==> src/rtl/button_ctrl.sv <==
// button_ctrl: debounces four raw buttons and turns presses into single-cycle
// commands for the tetris core, with auto-repeat on down/left/right.
//
// Ports:
//   clk        in   sole clock, all state on rising edge
//   resetn     in   asynchronous active-low reset
//   btn_up     in   raw rotate button (async, bouncy, active-high)
//   btn_down   in   raw soft-drop button
//   btn_left   in   raw move-left button
//   btn_right  in   raw move-right button
//   up         out  one-cycle rotate pulse (never repeats)
//   down       out  one-cycle drop pulse (auto-repeats while held)
//   left       out  one-cycle move-left pulse (auto-repeats while held)
//   right      out  one-cycle move-right pulse (auto-repeats while held)
module button_ctrl #(
    parameter int DEB_CYC   = 500000,
    parameter int RPT_DELAY = 12500000,
    parameter int RPT_RATE  = 2500000,
    parameter int CW        = 24
) (
    input  logic clk,
    input  logic resetn,
    input  logic btn_up,
    input  logic btn_down,
    input  logic btn_left,
    input  logic btn_right,
    output logic up,
    output logic down,
    output logic left,
    output logic right
);
    typedef enum logic [1:0] {IDLE, DELAY, REPEAT} state_t;

    // bit order throughout: 0 up, 1 down, 2 left, 3 right
    logic [3:0]    raw, s1, s2, deb, deb_d, rise, o;
    logic [CW-1:0] dcnt [4];
    logic [CW-1:0] rcnt [1:3];
    state_t        st   [1:3];
    logic          both;

    assign raw  = {btn_right, btn_left, btn_down, btn_up};
    assign rise = deb & ~deb_d;
    // left and right held together cancel each other's repeat
    assign both = deb[2] & deb[3];
    assign {right, left, down, up} = o;

    // synchronizer and debounce: the debounced state flips only after
    // DEB_CYC consecutive cycles of disagreement with the synchronized input
    always_ff @(posedge clk or negedge resetn) begin
        if (!resetn) begin
            s1    <= '0;
            s2    <= '0;
            deb   <= '0;
            deb_d <= '0;
            for (int i = 0; i < 4; i++) dcnt[i] <= '0;
        end else begin
            s1    <= raw;
            s2    <= s1;
            deb_d <= deb;
            for (int i = 0; i < 4; i++) begin
                if (s2[i] == deb[i]) dcnt[i] <= '0;
                else if (dcnt[i] == CW'(DEB_CYC - 1)) begin
                    deb[i]  <= ~deb[i];
                    dcnt[i] <= '0;
                end else dcnt[i] <= dcnt[i] + 1'b1;
            end
        end
    end

    // output pulses and per-button repeat FSMs
    always_ff @(posedge clk or negedge resetn) begin
        if (!resetn) begin
            o <= '0;
            for (int i = 1; i < 4; i++) begin
                st[i]   <= IDLE;
                rcnt[i] <= '0;
            end
        end else begin
            o[0] <= rise[0];
            for (int i = 1; i < 4; i++) begin
                o[i] <= 1'b0;
                if (st[i] == IDLE) begin
                    if (rise[i]) begin
                        o[i]    <= 1'b1;
                        st[i]   <= DELAY;
                        rcnt[i] <= '0;
                    end
                end else if (!deb[i]) begin
                    st[i]   <= IDLE;
                    rcnt[i] <= '0;
                end else if (i > 1 && both) begin
                    // parked so that repeating restarts with a full delay
                    st[i]   <= DELAY;
                    rcnt[i] <= '0;
                end else if (rcnt[i] == (st[i] == DELAY ? CW'(RPT_DELAY - 1) : CW'(RPT_RATE - 1))) begin
                    // gate against a back-to-back pulse when RPT_DELAY is 1
                    o[i]    <= ~o[i];
                    st[i]   <= REPEAT;
                    rcnt[i] <= '0;
                end else rcnt[i] <= rcnt[i] + 1'b1;
            end
        end
    end
endmodule

==> config.mk <==
export PLATFORM = sky130hd
export DESIGN_NAME = button_ctrl
export DESIGN_NICKNAME = d
export VERILOG_FILES = /design/src/rtl/button_ctrl.sv
export SDC_FILE = /design/constraint.sdc
export NUM_CORES = 1
export LEC_CHECK = 0
export CAP_MARGIN = 10
export CORE_AREA = 2 2 176 178
export CTS_CLUSTER_DIAMETER = 60
export CTS_CLUSTER_SIZE = 10
export DETAILED_ROUTE_END_ITERATION = 7
export DIE_AREA = 0 0 178 180
export PLACE_DENSITY = 0.48
export SLEW_MARGIN = 20
export SYNTH_ARGS = -nofsm -noshare
export SYNTH_HDL_FRONTEND = slang
export SYNTH_SLANG_ARGS = --single-unit
==> constraint.sdc <==
create_clock -name clk -period 2.9 [get_ports clk]
set_input_delay 0.29 -clock clk [delete_from_list [all_inputs] [get_ports clk]]
set_output_delay 0.29 -clock clk [all_outputs]
set_load 0.01 [all_outputs]
==> impl_metrics.env <==
export IMPL_end_kind="flop"
export IMPL_antenna_cells=0
export IMPL_fin_crit_ns=2.54
export IMPL_p_clk_share_pct=46.3
export IMPL_worst_pin_slew_ns=0.776
export IMPL_synth_fp_nets=985
export IMPL_cts_buffers_inserted=17
export IMPL_post_route_cells_drive_above_1_share_pct=7.46
export IMPL_synth_enable_flop_cells=0
export IMPL_start_kind="flop"
export IMPL_antenna_found_initial=0
export IMPL_power_density_nw_per_um2=495
export IMPL_portBuffers=9
export IMPL_htreeDepth=4
export IMPL_num_fill_cells=3036
export IMPL_clk_latency_ns=0.44
export IMPL_grt_pass1_wl_mm=33.2
export IMPL_track_usage_pct=12.6
export IMPL_drt_wl_total_mm=18.5
export IMPL_dp_hpwl_mm=12.2
export IMPL_ys_flop_type="dfrtp_1"
export IMPL_slew_violations=0
export IMPL_gp_congestion=0.736
export IMPL_r2r_end="rcnt[59]"
export IMPL_synth_cell_types=58
export IMPL_power_internal_mw=4.11
export IMPL_r2r_cells=6
export IMPL_rsz0062_at_grt="false"
export IMPL_syn_area_sq_um=9510
export IMPL_post_route_drc_count=0
export IMPL_switching_share_pct=22.8
export IMPL_holdPathEnd="s1[3]"
export IMPL_finalSetupViolCount=0
export IMPL_seq_power_share_pct=51.5
export IMPL_pin_count=10
export IMPL_placed_area_sq_um=10100
export IMPL_p_leak_nw=4.54
export IMPL_grt_max_degree=82
export IMPL_crit_required_ns=3.22
export IMPL_area_delta_synth_final_pct=13.0
export IMPL_chipHeight_microns=180
export IMPL_clk_path_buf_depth=2
export IMPL_synth_cells=972
export IMPL_reg2reg_from="rcnt[57]"
export IMPL_vias=6652
export IMPL_final_hold_violation_count=0
export IMPL_vias_per_cell=4.75
export IMPL_hp_start="btn_right"
export IMPL_num_rows=64
export IMPL_arrival_ns=2.86
export IMPL_crit_type="reg -> reg"
export IMPL_cp_max_fo=9
export IMPL_stdcell_area_sq_um=10800
export IMPL_ys_async_sr_fraction_pct=100
export IMPL_ant_nets=0
export IMPL_gr_total_overflow=0
export IMPL_grt_pass1_vias=6735
export IMPL_relSlewSlack_pct=47.5
export IMPL_tns_ns=0
export IMPL_cts_sinks=194
export IMPL_fp_dieW_microns=178
export IMPL_max_freq_mhz=394
export IMPL_clock_skew_ns=0.0123
export IMPL_fin_cells=1401
export IMPL_yosysWarnings=0
export IMPL_routedWlPerCell_microns=13.2
export IMPL_hp_class="in -> reg"
export IMPL_dp_cells=1368
export IMPL_drt_iter0_markers=380
export IMPL_status="complete, no violations"
export IMPL_start_util_pct=31.5
export IMPL_synth_seq_cells=194
export IMPL_cts_tree="built"
export IMPL_power_frac_comb_pct=2.2
export IMPL_dr_pass1_iters=4
export IMPL_path_clk_slew_ns=0.07
export IMPL_die_area_sq_um=32000
export IMPL_period_share_pct=87.6
export IMPL_core_area_sq_um=30200
export IMPL_hold_depth=1
export IMPL_max_cap_violations=0
export IMPL_yosysSeqAreaShare_pct=51.0
export IMPL_peakVddDrop_mv=0.392
export IMPL_cts_root_buf="clkbuf_16"
export IMPL_startpoint="rcnt[57]"
export IMPL_power_net_switching_mw=1.21
export IMPL_syn_area_per_cell_sq_um=9.79
export IMPL_final_nets=1005
export IMPL_reg2reg_setup_slack_ns=0.36
per-stage QoR:
step           hold WS (ns)  util, %  setup slack (ns)  power [mW]
3_5_place_dp          0.341     33.5             0.364        2.92
5_1_grt               0.264     35.6             0.231        5.55
4_1_cts               0.268     35.6             0.338        5.42
3_3_place_gp          0.334     33.5             0.410        2.92
6_report              0.291     35.6             0.359        5.32
2_1_floorplan      -0.00559        -             0.692        2.83
layout make-up:
cell class | instances | area, sq um | share of cell area, %
inverter | 17 | 63.8 | 0.593
tap | 396 | 495 | 4.61
sequential | 194 | 4850 | 45.1
multi-input combinational | 734 | 4470 | 41.6
timing repair buffer | 28 | 251 | 2.34
clock inverter | 13 | 164 | 1.52
clock buffer | 19 | 453 | 4.21
Yosys cell counts, types with 6 or more instances:
cell type | instances | share of area, %
nor2_1 | 190 | 7.5
inv_1 | 17 | 0.67
nor3_1 | 21 | 1.1
or2_2 | 10 | 0.66
nor4_1 | 25 | 1.6
nand2_1 | 66 | 2.6
nor4b_1 | 11 | 1.0
or3_1 | 8 | 0.53
xnor2_1 | 62 | 5.7
a21oi_1 | 13 | 0.68
clkbuf_1 | 19 | 0.75
buf_2 | 6 | 0.32
nand4_1 | 52 | 3.4
and3_1 | 16 | 1.1
nor2b_1 | 10 | 0.66
nand3_1 | 62 | 3.3
and4_1 | 19 | 1.7
dfrtp_1 | 194 | 51
ha_1 | 7 | 0.92
o21ai_0 | 11 | 0.58
xor2_1 | 88 | 8.1
kinds of logic (layout without fill, tap and decap cells):
| kind of cell | count (synthesis) | count (layout) | share of synthesized area, % |
|---|---|---|---|
| flops | 194 | 194 | 51.0 |
| buf+inv | 44 | 77 | 1.97 |
| xor+xnor | 150 | 150 | 13.8 |
| fa+ha+maj | 7 | 7 | 0.921 |
| compound gates | 49 | 49 | 3.71 |
| simple gates | 522 | 522 | 27.9 |
| mux | 6 | 6 | 0.697 |
power by group through the flow:
stage	clock [mW]	combinational, mW	sequential (mW)
4_1_cts	2.56	0.127	2.74
5_1_grt	2.66	0.143	2.74
2_1_floorplan	0	0.0448	2.79
3_5_place_dp	0	0.126	2.79
6_report	2.46	0.117	2.74
3_3_place_gp	0	0.125	2.79
worst max path at each step:
stage,end,slack [ns]
floorplan,rcnt[58],0.69
global placement,rcnt[58],0.41
detailed placement,rcnt[58],0.36
CTS,rcnt[59],0.34
global route,rcnt[57],0.23
finish,rcnt[59],0.36
worst max-delay path: stages (launching register included):
cell and delay, ns:
dfrtp_1 0.40, or4b_1 0.53, or4_1 0.53, a221o_2 0.39, a21oi_4 0.29, buf_4 0.22, nor2_1 0.05
layout by cell type (no fill, tap or decap), types with 11 or more instances in the layout:
| master | netlist | final |
|---|---|---|
| a21oi_1 | 13 | 13 |
| and3_1 | 16 | 16 |
| and4_1 | 19 | 19 |
| buf_4 | 0 | 17 |
| clkbuf_16 | 0 | 17 |
| dfrtp_1 | 194 | 194 |
| inv_1 | 17 | 17 |
| nand2_1 | 66 | 66 |
| nand3_1 | 62 | 62 |
| nand4_1 | 52 | 52 |
| nor2_1 | 190 | 190 |
| nor3_1 | 21 | 21 |
| nor4_1 | 25 | 25 |
| nor4b_1 | 11 | 11 |
| o21ai_0 | 11 | 11 |
| xnor2_1 | 62 | 62 |
| xor2_1 | 88 | 88 |
sequential cells by signal (all words and copies together), names as in the netlist:
signal	count
dcnt	96
rcnt	72
st	6
deb	4
deb_d	4
o	4
s1	4
s2	4
metal layers:
| metal | up-vias | share of wire, % | routed length (microns) | global-route usage (%) |
|---|---|---|---|---|
| li1 | 3401 | - | - | - |
| met3 | 11 | 1.9 | 351 | 2.69 |
| met5 | - | 0 | 0 | 0 |
| met4 | 0 | 1.1 | 208 | 3.90 |
| met2 | 48 | 45 | 8380 | 19.1 |
| met1 | 3192 | 52 | 9530 | 17.8 |
timing repair:
item	CTS	global route
buffers inserted	0	0
endpoints found under the hold margin	76	0
hold buffers	1	0
resized for setup	0	0
(Power assumes the default switching activity.)
